<file path="src/rtl/i2c_eeprom_ctrl_if.sv">
// Byte-event and ROM-port bundle between the I2C slave byte engine and the EEPROM protocol layer.
// The slave modport is the protocol layer; the master modport is the byte engine plus ROM.
interface i2c_eeprom_ctrl_if #(
  parameter int unsigned ADDR_W = 16,
  parameter int unsigned DATA_W = 8
);
  logic              in_start;
  logic              in_stop;
  logic              in_sel;
  logic              in_rw;
  logic              in_rx_valid;
  logic [DATA_W-1:0] in_rx_data;
  logic              out_rx_ack;
  logic              in_tx_req;
  logic              out_tx_valid;
  logic [DATA_W-1:0] out_tx_data;
  logic              out_mem_rd_en;
  logic [ADDR_W-1:0] out_mem_addr;
  logic [DATA_W-1:0] in_mem_rdata;
  logic [ADDR_W-1:0] out_ptr;

  modport slave (
    input  in_start, in_stop, in_sel, in_rw, in_rx_valid, in_rx_data, in_tx_req, in_mem_rdata,
    output out_rx_ack, out_tx_valid, out_tx_data, out_mem_rd_en, out_mem_addr, out_ptr
  );

  modport master (
    output in_start, in_stop, in_sel, in_rw, in_rx_valid, in_rx_data, in_tx_req, in_mem_rdata,
    input  out_rx_ack, out_tx_valid, out_tx_data, out_mem_rd_en, out_mem_addr, out_ptr
  );
endinterface

</file>
<file path="src/rtl/i2c_eeprom_ctrl.sv">
// 24Cxx-style protocol layer: a write loads the word pointer (hi, lo), reads stream ROM bytes
// from the pointer with auto-increment, so a later read continues at the current address.
module i2c_eeprom_ctrl #(
  parameter int unsigned ADDR_W = 16,
  parameter int unsigned DATA_W = 8
) (
  input  logic                 in_ext_osc,
  input  logic                 in_reset_n,
  i2c_eeprom_ctrl_if.slave     bus
);

  typedef enum logic [2:0] {StIdle, StAddrHi, StAddrLo, StWrData, StRead, StFetch} state_e;

  state_e              state_q, state_d;
  logic [ADDR_W-1:0]   ptr_q, ptr_d;
  logic [ADDR_W-1:0]   addr_q, addr_d;
  logic [DATA_W-1:0]   hi_q, hi_d;
  logic [DATA_W-1:0]   tx_data_q, tx_data_d;
  logic                rd_en_q, rd_en_d;
  logic                tx_valid_q, tx_valid_d;
  logic                ack_q, ack_d;
  logic [2*DATA_W-1:0] full_addr;
  logic                abort;

  always_comb begin
    state_d    = state_q;
    ptr_d      = ptr_q;
    addr_d     = addr_q;
    hi_d       = hi_q;
    rd_en_d    = 1'b0;
    tx_valid_d = 1'b0;
    full_addr  = {hi_q, bus.in_rx_data};
    abort      = bus.in_start | bus.in_stop | bus.in_sel;
    // ROM data arrives in the tx_valid cycle; latch it there so it holds until the next pulse.
    tx_data_d  = tx_valid_q ? bus.in_mem_rdata : tx_data_q;

    case (state_q)
      StAddrHi: begin
        if (bus.in_rx_valid) begin
          hi_d    = bus.in_rx_data;
          state_d = StAddrLo;
        end
      end
      StAddrLo: begin
        if (bus.in_rx_valid) begin
          ptr_d   = full_addr[ADDR_W-1:0];
          state_d = StWrData;
        end
      end
      StRead: begin
        // A request coinciding with a bus event would never be delivered, so drop it.
        if (bus.in_tx_req && !abort) begin
          rd_en_d = 1'b1;
          addr_d  = ptr_q;
          ptr_d   = ptr_q + ADDR_W'(1);
          state_d = StFetch;
        end
      end
      StFetch: begin
        tx_valid_d = 1'b1;
        state_d    = StRead;
      end
      default: ;
    endcase

    if (bus.in_stop || bus.in_start) state_d = StIdle;
    if (bus.in_sel) state_d = bus.in_rw ? StRead : StAddrHi;

    ack_d = (state_d == StAddrHi) || (state_d == StAddrLo);
  end

  always_ff @(posedge in_ext_osc or negedge in_reset_n) begin
    if (!in_reset_n) begin
      state_q    <= StIdle;
      ptr_q      <= '0;
      addr_q     <= '0;
      hi_q       <= '0;
      tx_data_q  <= '0;
      rd_en_q    <= 1'b0;
      tx_valid_q <= 1'b0;
      ack_q      <= 1'b0;
    end else begin
      state_q    <= state_d;
      ptr_q      <= ptr_d;
      addr_q     <= addr_d;
      hi_q       <= hi_d;
      tx_data_q  <= tx_data_d;
      rd_en_q    <= rd_en_d;
      tx_valid_q <= tx_valid_d;
      ack_q      <= ack_d;
    end
  end

  assign bus.out_rx_ack    = ack_q;
  assign bus.out_tx_valid  = tx_valid_q;
  assign bus.out_tx_data   = tx_valid_q ? bus.in_mem_rdata : tx_data_q;
  assign bus.out_mem_rd_en = rd_en_q;
  assign bus.out_mem_addr  = addr_q;
  assign bus.out_ptr       = ptr_q;

endmodule

</file>
<file path="src/flat_wrapper.sv">
// flat-port wrapper written by rule: the top's interface ports become plain ports
module i2c_eeprom_ctrl_flat 
#(
  parameter int unsigned ADDR_W = 16,
  parameter int unsigned DATA_W = 8
)
  (in_ext_osc, in_reset_n, bus_in_start, bus_in_stop, bus_in_sel, bus_in_rw, bus_in_rx_valid, bus_in_rx_data, bus_in_tx_req, bus_in_mem_rdata, bus_out_rx_ack, bus_out_tx_valid, bus_out_tx_data, bus_out_mem_rd_en, bus_out_mem_addr, bus_out_ptr);
  i2c_eeprom_ctrl_if #(.ADDR_W(ADDR_W), .DATA_W(DATA_W)) bus_i ();
  input  logic in_ext_osc;
  input  logic in_reset_n;
  input wire logic [$bits(bus_i.in_start)-1:0] bus_in_start;
  input wire logic [$bits(bus_i.in_stop)-1:0] bus_in_stop;
  input wire logic [$bits(bus_i.in_sel)-1:0] bus_in_sel;
  input wire logic [$bits(bus_i.in_rw)-1:0] bus_in_rw;
  input wire logic [$bits(bus_i.in_rx_valid)-1:0] bus_in_rx_valid;
  input wire logic [$bits(bus_i.in_rx_data)-1:0] bus_in_rx_data;
  input wire logic [$bits(bus_i.in_tx_req)-1:0] bus_in_tx_req;
  input wire logic [$bits(bus_i.in_mem_rdata)-1:0] bus_in_mem_rdata;
  output wire logic [$bits(bus_i.out_rx_ack)-1:0] bus_out_rx_ack;
  output wire logic [$bits(bus_i.out_tx_valid)-1:0] bus_out_tx_valid;
  output wire logic [$bits(bus_i.out_tx_data)-1:0] bus_out_tx_data;
  output wire logic [$bits(bus_i.out_mem_rd_en)-1:0] bus_out_mem_rd_en;
  output wire logic [$bits(bus_i.out_mem_addr)-1:0] bus_out_mem_addr;
  output wire logic [$bits(bus_i.out_ptr)-1:0] bus_out_ptr;
  assign bus_i.in_start = bus_in_start;
  assign bus_i.in_stop = bus_in_stop;
  assign bus_i.in_sel = bus_in_sel;
  assign bus_i.in_rw = bus_in_rw;
  assign bus_i.in_rx_valid = bus_in_rx_valid;
  assign bus_i.in_rx_data = bus_in_rx_data;
  assign bus_i.in_tx_req = bus_in_tx_req;
  assign bus_i.in_mem_rdata = bus_in_mem_rdata;
  assign bus_out_rx_ack = bus_i.out_rx_ack;
  assign bus_out_tx_valid = bus_i.out_tx_valid;
  assign bus_out_tx_data = bus_i.out_tx_data;
  assign bus_out_mem_rd_en = bus_i.out_mem_rd_en;
  assign bus_out_mem_addr = bus_i.out_mem_addr;
  assign bus_out_ptr = bus_i.out_ptr;
  i2c_eeprom_ctrl #(.ADDR_W(ADDR_W), .DATA_W(DATA_W)) u_core (.in_ext_osc(in_ext_osc), .in_reset_n(in_reset_n), .bus(bus_i));
endmodule
</file>
<file path="config.mk">
export PLATFORM = sky130hd
export DESIGN_NAME = i2c_eeprom_ctrl_flat
export DESIGN_NICKNAME = d
export VERILOG_FILES = /design/src/rtl/i2c_eeprom_ctrl_if.sv /design/src/rtl/i2c_eeprom_ctrl.sv /design/src/flat_wrapper.sv
export SDC_FILE = /design/constraint.sdc
export NUM_CORES = 1
export LEC_CHECK = 0
export ABC_AREA = 1
export CAP_MARGIN = 10
export CORE_MARGIN = 3
export CORE_UTILIZATION = 44
export DETAILED_ROUTE_END_ITERATION = 10
export PLACE_DENSITY = 0.77
export SLEW_MARGIN = 20
export SYNTH_ARGS = -nofsm -noshare
export SYNTH_HDL_FRONTEND = slang
export SYNTH_SLANG_ARGS = --single-unit
export TNS_END_PERCENT = 20
</file>
<file path="constraint.sdc">
create_clock -name in_ext_osc -period 1.25 [get_ports in_ext_osc]
set_input_delay 0.375 -clock in_ext_osc [delete_from_list [all_inputs] [get_ports in_ext_osc]]
set_output_delay 0.375 -clock in_ext_osc [all_outputs]
set_load 0.05 [all_outputs]
</file>
==> flow_metrics.py, run 1 <==
metrics = {
    "status": {
        "violations": "setup timing",
        "outcome": "finished with violations",
    },
    "worst_setup_path": {
        "rr_worst_depth": 7,
        "path_class": "register to output pin",
        "r2r_end": "u_core.bus.out_ptr[14]",
        "required_ps": 880,
        "crit_path_end_kind": "output pin",
        "startpoint_type": "register",
        "path_max_fanout": 7,
        "regToRegSetupSlack_ps": -350,
        "r2r-start": "u_core.bus.out_ptr[10]",
        "critical_path_arrival_ps": 1390,
    },
    "pwr": {
        "ir_worst_vdd_v": 0.001470,
        "leakage_nw": 2.300,
        "p_per_area_mw_per_mm2": 1832,
        "power.total_mw": 9.241,
    },
    "yosys": {
        "synth-seq-cells": 54,
        "syn_area_per_cell_um2": 8.918,
        "yosysWarningCount": 0,
        "synthTopCellsByArea": "dfrtp_1 (51%), nand2_1 (7.8%), nor2_1 (5.4%), inv_1 (4.4%), mux2_2 (4.3%)",
        "yosysUniqueCellTypes": 35,
        "yosysTopAreaCell": "dfrtp_1",
        "synth_fp_nets": 322,
        "synth_area_mm2": 0.002649,
        "syn_inst": 297,
        "ys_seq_area_frac": 0.5102,
        "yosysTopAreaCellShare": 0.5102,
    },
    "placed_design": {
        "dp_hpwl_um": 5019,
        "dp_slack_ps": -691.0,
        "portBuffers": 66,
        "globalplace.congestion": 0.9339,
        "post-place-cells": 460,
    },
    "sta": {
        "finalSetupViolations": 86,
        "finalCritPeriodShare": 1.416,
        "worstMarginPinSlew_ps": 389.1,
        "drv_slew": 0,
        "hold_viol": 0,
        "fin_crit_ps": 1770,
        "slew_headroom": 0.7386,
        "skew_ps": 16.74,
        "postLayoutSetupSlackWorst_ps": -519.7,
        "rsz0062_at_grt": "yes",
        "clock.fmax_mhz": 565.1,
    },
    "floorplanning": {
        "core-area_mm2": 0.005675,
        "die-area_mm2": 0.006987,
        "boundaryPins": 67,
        "start_util": 0.4667,
        "die_h_um": 83.59,
        "die_w_um": 83.59,
        "rows": 27,
    },
    "clock_tree": {
        "tritoncts": "built",
        "clkTransAtPathRegs_ps": 110,
        "cts_buffers": 5,
        "numClockSinks": 54,
        "clock_path_buffers": 2,
        "cts_max_level": 2,
        "worstSkewPairLatency_ps": 330,
        "cts_root_buffer": "clkbuf_8",
    },
    "cells_and_area": {
        "fin_cells": 502,
        "syn_to_final_growth_pct": 90.46,
        "drive_gt1_frac": 0.5256,
        "diodes": 0,
        "nets": 454,
    },
    "global_route": {
        "grt_antenna_before_repair": 0,
        "grt_pass1_wl_um": 15280,
        "first_global_vias": 3012,
        "grt_max_degree": 55,
        "track_usage": 0.2744,
        "grt_overflow_total": 0,
    },
    "routing": {
        "wl_met3_um": 913,
        "dr_wl_met2_um": 5735,
        "via_count": 2948,
        "firstDrtPassIters": 7,
        "viasPerCell": 5.873,
        "wl_um": 11490,
        "wl_met1_um": 4077,
        "routedWlPerCell_um": 22.88,
        "drtIter0Drc": 475,
        "drc": 0,
        "final_antenna_net_count": 0,
        "highest_layer": "met4",
    },
    "job": {
        "cap_violations": 0,
    },
    "hold_path": {
        "hold_class": "primary input to asynchronous set/reset pin",
    },
}
metal layers:
metal,track usage,up-vias
met5,0,-
met4,0.1506,0
met3,0.06120,84
met2,0.4693,219
met1,0.3170,1407
li1,-,1238
sequential cells by signal, indices dropped and copies added, names as in the netlist:
register,flops
u_core.hi_q,8
u_core.bus.out_mem_addr,16
u_core.bus.out_tx_valid,1
u_core.bus.out_ptr,16
u_core.state_q,3
u_core.tx_data_q,8
u_core.bus.out_mem_rd_en,1
u_core.bus.out_rx_ack,1
stage by stage:
step | area (um2) | setup TNS [ps] | hold slack, ps | utilization
2_1_floorplan | 2724 | -5162 | 79.41 | -
3_3_place_gp | 4099 | -23760 | 395.1 | 0.7222
3_5_place_dp | 4099 | -25760 | 390.5 | 0.7222
4_1_cts | 4752 | -12000 | 58.54 | 0.8373
5_1_grt | 5045 | -20380 | 28.94 | 0.8889
6_report | 5045 | -16950 | 20.56 | 0.8889
worst max path at each step:
stage | slack (ps) | start | to
after floorplan | -250 | u_core.bus.out_tx_valid | bus_out_tx_data[0]
after global placement | -650 | bus_in_sel | u_core.bus.out_ptr[13]
after detailed placement | -690 | bus_in_sel | u_core.bus.out_ptr[13]
after CTS | -490 | u_core.bus.out_tx_valid | bus_out_tx_data[5]
after global routing | -550 | u_core.bus.out_tx_valid | bus_out_tx_data[7]
final | -520 | u_core.bus.out_tx_valid | bus_out_tx_data[7]
logic make-up after synthesis:
family,synth area share
simple gates,0.2225
compound gates,0.1214
mux,0.04251
flops,0.5102
xor+xnor,0.01322
buf+inv,0.08549
fa+ha+maj,0.004723
power by group:
group	leakage [nW]	switching (mW)	internal, mW
clock	0.0514	0.628	0.599
sequential	0.650	0.539	2.20
combinational	1.60	2.77	2.51
layout by cell type (no fill, tap or decap), types with 2 or more instances in the layout:
cell type	n
nor3_1	3
inv_8	2
clkdlybuf4s50_1	17
nand2_2	14
o21ai_2	15
clkbuf_8	5
nand2_1	41
clkinv_8	3
nor2_4	10
o21ai_1	11
dlygate4sd2_1	5
dfrtp_2	13
buf_12	52
nor2_1	25
buf_4	29
buf_6	21
inv_2	4
dfrtp_1	41
mux2_2	2
inv_1	28
nor3_4	2
nand3_4	4
nand3_2	3
a21oi_1	9
a21oi_2	13
buf_16	2
mux2_4	8
nand4_1	3
xor2_1	4
nor2_2	6
nor2_8	2
o22ai_2	2
nand3_1	12
clkbuf_16	2
synthesized netlist by cell type, drive strengths merged:
master and n:
nand4 3, clkbuf 1, or2 1, nor3 6
dfrtp 54, xor2 4, o22ai 2, buf 9
inv 33, a21oi 23, o21ai 27, nand3 19
clkinv 1, o211ai 1, mux2 10, o31ai 2
nor2 42, a22oi 2, nand2 56, ha 1
cell type report:
cell class                      count  area [um2]
Inverter                           34       166.4
Clock buffer                        6       72.57
Sequential cell                    54        1368
Tap cell                           72       90.09
Timing Repair Buffer              130        1834
Multi-Input combinational cell    200        1421
Clock inverter                      2       37.54
Fill cell                         218       630.6
Timing Repair inverter              4       55.05
critical path, cell delays in order, from the launching register on:
cell and delay [ps]:
dfrtp_2 440, buf_12 150, mux2_4 330, buf_12 160
repair_timing:
action	CTS	global route
pin swaps	16	16
resized for setup	77	60
buffers inserted	16	10
setup endpoints to repair	85	86
cloned	6	4
hold buffers	0	0
No activity file was read; power rests on OpenSTA's default activity.
==> run 2: changes to the inputs <==
- CORE_MARGIN: 3 -> unset
==> run 2 against run 1 <==
Effect of this change: clock power shrank 14%; die area down 9.3%; the run still ends with setup timing left; critical endpoint is now bus_out_tx_data[5]; worst setup slack got worse by 3.0 ps; register-to-register slack improved by 70 ps; non-clock buffer count is 4 lower; total power decreased by 2.9%.
==> flow_metrics.py, run 2 (synthesis gave the netlist of run 1 again) <==
metrics = {
    "worst_setup_path": {
        "path_max_fanout": 5,
        "critPathTopFamily": "flip-flops",
        "startpoint_type": "register",
        "slowest_delay_ps": 430,
        "regToRegSetupSlack_ps": -280,
        "critical_path_arrival_ps": 1400,
        "path_buf_inv": 2,
        "path_class": "register to output pin",
        "cp_cell_sequence": "buf_6 -> mux2_4 -> buf_12",
        "cp_slowest_cell": "dfrtp_2",
        "required_ps": 880,
        "r2r_end": "u_core.bus.out_ptr[9]",
        "r2r-start": "u_core.bus.out_ptr[4]",
        "rr_worst_depth": 7,
        "crit_path_end_kind": "output pin",
    },
    "floorplanning": {
        "die_h_um": 79.59,
        "boundaryPins": 67,
        "start_util": 0.4695,
        "core-area_mm2": 0.005642,
        "die_w_um": 79.59,
        "rows": 27,
        "die-area_mm2": 0.006335,
    },
    "global_route": {
        "track_usage": 0.3111,
        "first_global_vias": 2854,
        "grt_max_degree": 55,
        "grt_pass1_wl_um": 14510,
        "grt_antenna_before_repair": 0,
        "grt_overflow_total": 0,
    },
    "sta": {
        "slew_headroom": 0.7488,
        "skew_ps": 13.15,
        "drv_slew": 0,
        "fin_setup_tns_ps": -14430,
        "finalCritPeriodShare": 1.418,
        "clock.fmax_mhz": 564.1,
        "rsz0062_at_grt": "yes",
        "postLayoutSetupSlackWorst_ps": -522.8,
        "worstMarginPinSlew_ps": 373.9,
        "hold_viol": 0,
        "finalSetupViolations": 86,
        "fin_crit_ps": 1773,
    },
    "status": {
        "violations": "setup timing",
        "outcome": "finished with violations",
    },
    "clock_tree": {
        "numClockSinks": 54,
        "cts_root_buffer": "clkbuf_8",
        "clock_path_buffers": 2,
        "ctsHoldBuffers": 0,
        "cts_buffers": 5,
        "tritoncts": "built",
        "cts_max_level": 2,
        "worstSkewPairLatency_ps": 330,
        "clkTransAtPathRegs_ps": 100,
    },
    "hold_path": {
        "hold_class": "primary input to asynchronous set/reset pin",
    },
    "cells_and_area": {
        "nets": 449,
        "fillers": 245,
        "final_area_mm2": 0.004876,
        "diodes": 0,
        "final_cell_mix": "buf_12 (49), dfrtp_1 (44), nand2_1 (35)",
        "drive_gt1_frac": 0.4965,
        "fin_cells": 497,
        "final_common_cell": "buf_12",
        "syn_to_final_growth_pct": 84.08,
    },
    "routing": {
        "drtIter0Drc": 314,
        "viasPerCell": 5.952,
        "firstDrtPassIters": 5,
        "wl_um": 10460,
        "via_count": 2958,
        "routedWlPerCell_um": 21.05,
        "drc": 0,
        "final_antenna_net_count": 0,
    },
    "placed_design": {
        "dp_hpwl_um": 4933,
        "globalplace.congestion": 0.8529,
        "post-place-cells": 463,
        "place_area_mm2": 0.004134,
        "portBuffers": 66,
        "dp_slack_ps": -698.6,
    },
    "pwr": {
        "leakage_nw": 2.231,
        "p_per_area_mw_per_mm2": 1840,
        "ir_worst_vdd_v": 0.001425,
    },
    "job": {
        "cap_violations": 0,
    },
}
[run 2: through the flow]
stage	hold slack (ps)	power (mW)	utilization
floorplan	79.41	4.676	-
global placement	389.0	7.105	0.7328
detailed placement	391.0	7.196	0.7328
CTS	54.23	8.514	0.8257
global route	63.58	9.253	0.8643
finish	24.98	8.973	0.8643
[run 2: per-layer routing]
layer / share of wire / track usage / vias up
li1: - / - / 1225
met1: 0.36 / 0.3531 / 1457
met2: 0.50 / 0.5333 / 211
met3: 0.078 / 0.07314 / 65
met4: 0.061 / 0.1764 / 0
met5: 0 / 0 / -
[run 2: worst max-delay path by stage]
stage,depth (start not counted),startpoint,endpoint
detailed placement,8,bus_in_sel,u_core.bus.out_ptr[10]
global route,3,u_core.bus.out_tx_valid,bus_out_tx_data[5]
CTS,3,u_core.bus.out_tx_valid,bus_out_tx_data[5]
floorplan,2,u_core.bus.out_tx_valid,bus_out_tx_data[0]
global placement,8,bus_in_sel,u_core.bus.out_ptr[10]
finish,3,u_core.bus.out_tx_valid,bus_out_tx_data[5]
[run 2: layout make-up]
cell class | instances | area [um2] | share of cell area
repair buffers | 126 | 1748 | 0.3585
multi-input cells | 200 | 1389 | 0.2848
flip-flops and latches | 54 | 1364 | 0.2797
inverters | 34 | 152.6 | 0.03131
well taps | 72 | 90.09 | 0.01848
clock buffers | 7 | 86.33 | 0.01771
repair inverters | 3 | 41.29 | 0.008468
clock inverters | 1 | 5.005 | 0.001026
[run 2: report_power, final]
group | leakage (nW) | switching [mW] | internal (mW)
logic | 1.53 | 2.74 | 2.49
clock network | 0.0482 | 0.609 | 0.449
registers | 0.653 | 0.492 | 2.19
[run 2: what timing repair did]
action / CTS / global route
setup endpoints to repair: 85 / 86
buffers inserted: 13 / 9
cloned: 6 / 0
resized for setup: 71 / 57
pin swaps: 11 / 16
[run 2: worst reg2reg max path, cell delays in order, from the launching register on]
cell and delay (ps):
dfrtp_2 430, nand2_2 150, nor3_4 310, nand2_2 120, nand2_2 90, nand2_4 60, nor2_4 160, o21ai_2 90
==> run 3: changes to the inputs <==
- MAX_ROUTING_LAYER: unset -> met4
- SKIP_CTS_REPAIR_TIMING: unset -> 1
- SLEW_MARGIN: 20 -> unset
==> run 3 against run 2 <==
Effect of this change: the flow still finishes with violations (setup timing); clock-buffer cell count did not move; worst hold slack better by 11 ps; core utilization decreased by 3.5 points.
==> flow_metrics.py, run 3 (synthesis gave the netlist of run 1 again) <==
metrics = {
    "cells_and_area": {
        "syn_to_final_growth_pct": 76.62,
        "fillers": 286,
        "drive_gt1_frac": 0.4412,
        "final_common_cell": "nand2_1",
        "final_cell_mix": "nand2_1 (50), buf_12 (47), dfrtp_1 (40)",
        "diodes": 0,
        "utilization": 0.8292,
        "nets": 441,
    },
    "global_route": {
        "first_global_vias": 2435,
        "grt_pass1_wl_um": 11180,
        "grt_antenna_before_repair": 0,
        "grt_max_degree": 55,
        "grt_overflow_total": 0,
        "track_usage": 0.2357,
    },
    "routing": {
        "drc": 0,
        "final_antenna_net_count": 0,
        "via_count": 2783,
        "wl_um": 8993,
        "routedWlPerCell_um": 18.39,
        "firstDrtPassIters": 5,
        "viasPerCell": 5.691,
        "drtIter0Drc": 258,
    },
    "worst_setup_path": {
        "crit_path_end_kind": "output pin",
        "r2r-start": "u_core.bus.out_ptr[3]",
        "crit_path_start": "u_core.bus.out_tx_valid",
        "path_max_fanout": 5,
        "critical_path_arrival_ps": 1370,
        "required_ps": 880,
        "startpoint_type": "register",
        "path_class": "register to output pin",
        "regToRegSetupSlack_ps": -360,
    },
    "sta": {
        "hold_viol": 0,
        "postLayoutSetupSlackWorst_ps": -494.4,
        "clock.fmax_mhz": 573.3,
        "worstMarginPinSlew_ps": 385.1,
        "fin_crit_ps": 1744,
        "whs_ps": 35.74,
        "finalCritPeriodShare": 1.395,
        "slew_headroom": 0.7419,
        "finalSetupViolations": 76,
        "drv_slew": 0,
        "rsz0062_at_grt": "yes",
        "skew_ps": 12.94,
    },
    "pwr": {
        "p_comb_frac": 0.571,
        "p_sw_mw": 3.643,
        "power_frac_clock": 0.122,
        "p_per_area_mw_per_mm2": 1858,
        "power.total_mw": 8.690,
        "pwr-share-seq": 0.308,
        "p_int_mw": 5.047,
        "swShare": 0.4193,
        "leakage_nw": 2.169,
        "ir_worst_vdd_v": 0.001517,
    },
    "job": {
        "cap_violations": 0,
    },
    "floorplanning": {
        "rows": 27,
        "die_w_um": 79.59,
        "core-area_mm2": 0.005642,
        "start_util": 0.4695,
        "die_h_um": 79.59,
        "die-area_mm2": 0.006335,
        "boundaryPins": 67,
    },
    "status": {
        "violations": "setup timing",
        "outcome": "finished with violations",
    },
    "placed_design": {
        "dp_hpwl_um": 4960,
        "globalplace.congestion": 0.8634,
        "portBuffers": 66,
    },
    "clock_tree": {
        "cts_root_buffer": "clkbuf_8",
        "cts_max_level": 2,
        "worstSkewPairLatency_ps": 320,
        "cts_buffers": 5,
        "numClockSinks": 54,
        "clkTransAtPathRegs_ps": 100,
        "clock_path_buffers": 2,
        "tritoncts": "built",
    },
    "hold_path": {
        "hold_class": "primary input to asynchronous set/reset pin",
    },
}
-- run 3: critical path: stages, from the launching register on --
cell and delay [ps]:
dfrtp_2 430, buf_6 140, mux2_4 320, buf_12 150
-- run 3: worst paths after layout --
check	to	cells after the start
max	bus_out_tx_data[0]	3
min	u_core.tx_data_q[3]	2
max reg2reg	u_core.bus.out_ptr[9]	7
min reg2reg	u_core.hi_q[0]	2
max in group asynchronous	u_core.bus.out_ptr[6]	2
min in group in_ext_osc	u_core.state_q[2]	3
-- run 3: layer usage --
| metal | vias up | part of all wire | global-route usage |
|---|---|---|---|
| li1 | 1211 | - | - |
| met1 | 1350 | 0.37 | 0.2837 |
| met2 | 173 | 0.53 | 0.4034 |
| met3 | 49 | 0.062 | 0.03886 |
| met4 | 0 | 0.040 | 0.07455 |
| met5 | - | 0 | - |
-- run 3: stage by stage --
| stage | cell area (um2) | setup slack, ps | setup TNS (ps) | std cells |
|---|---|---|---|---|
| after CTS | 4230 | -493.2 | -16780 | 475 |
| after global routing | 4678 | -521.5 | -16260 | 489 |
| after global placement | 4139 | -599.3 | -23610 | 467 |
| after detailed placement | 4139 | -661.4 | -26000 | 467 |
| after floorplan | 2724 | -249.2 | -5162 | 297 |
| final | 4678 | -494.4 | -13170 | 489 |
-- run 3: layout make-up --
cell class,instances,area [um2],area share
clock buffer,7,86.33,0.01845
clock inverter,1,5.005,0.001070
inverter,34,152.6,0.03263
multi-input combinational,199,1282,0.2741
sequential,54,1369,0.2926
tap,72,90.09,0.01926
timing repair buffer,119,1659,0.3546
timing repair inverter,3,33.78,0.007221
-- run 3: power by group through the flow --
stage | clock network (mW) | registers (mW) | logic, mW
after floorplan | 0 | 3.60 | 1.07
after global placement | 0 | 2.60 | 4.52
after detailed placement | 0 | 2.61 | 4.60
after CTS | 1.02 | 2.58 | 4.62
after global routing | 1.11 | 2.71 | 5.17
final | 1.06 | 2.67 | 4.96
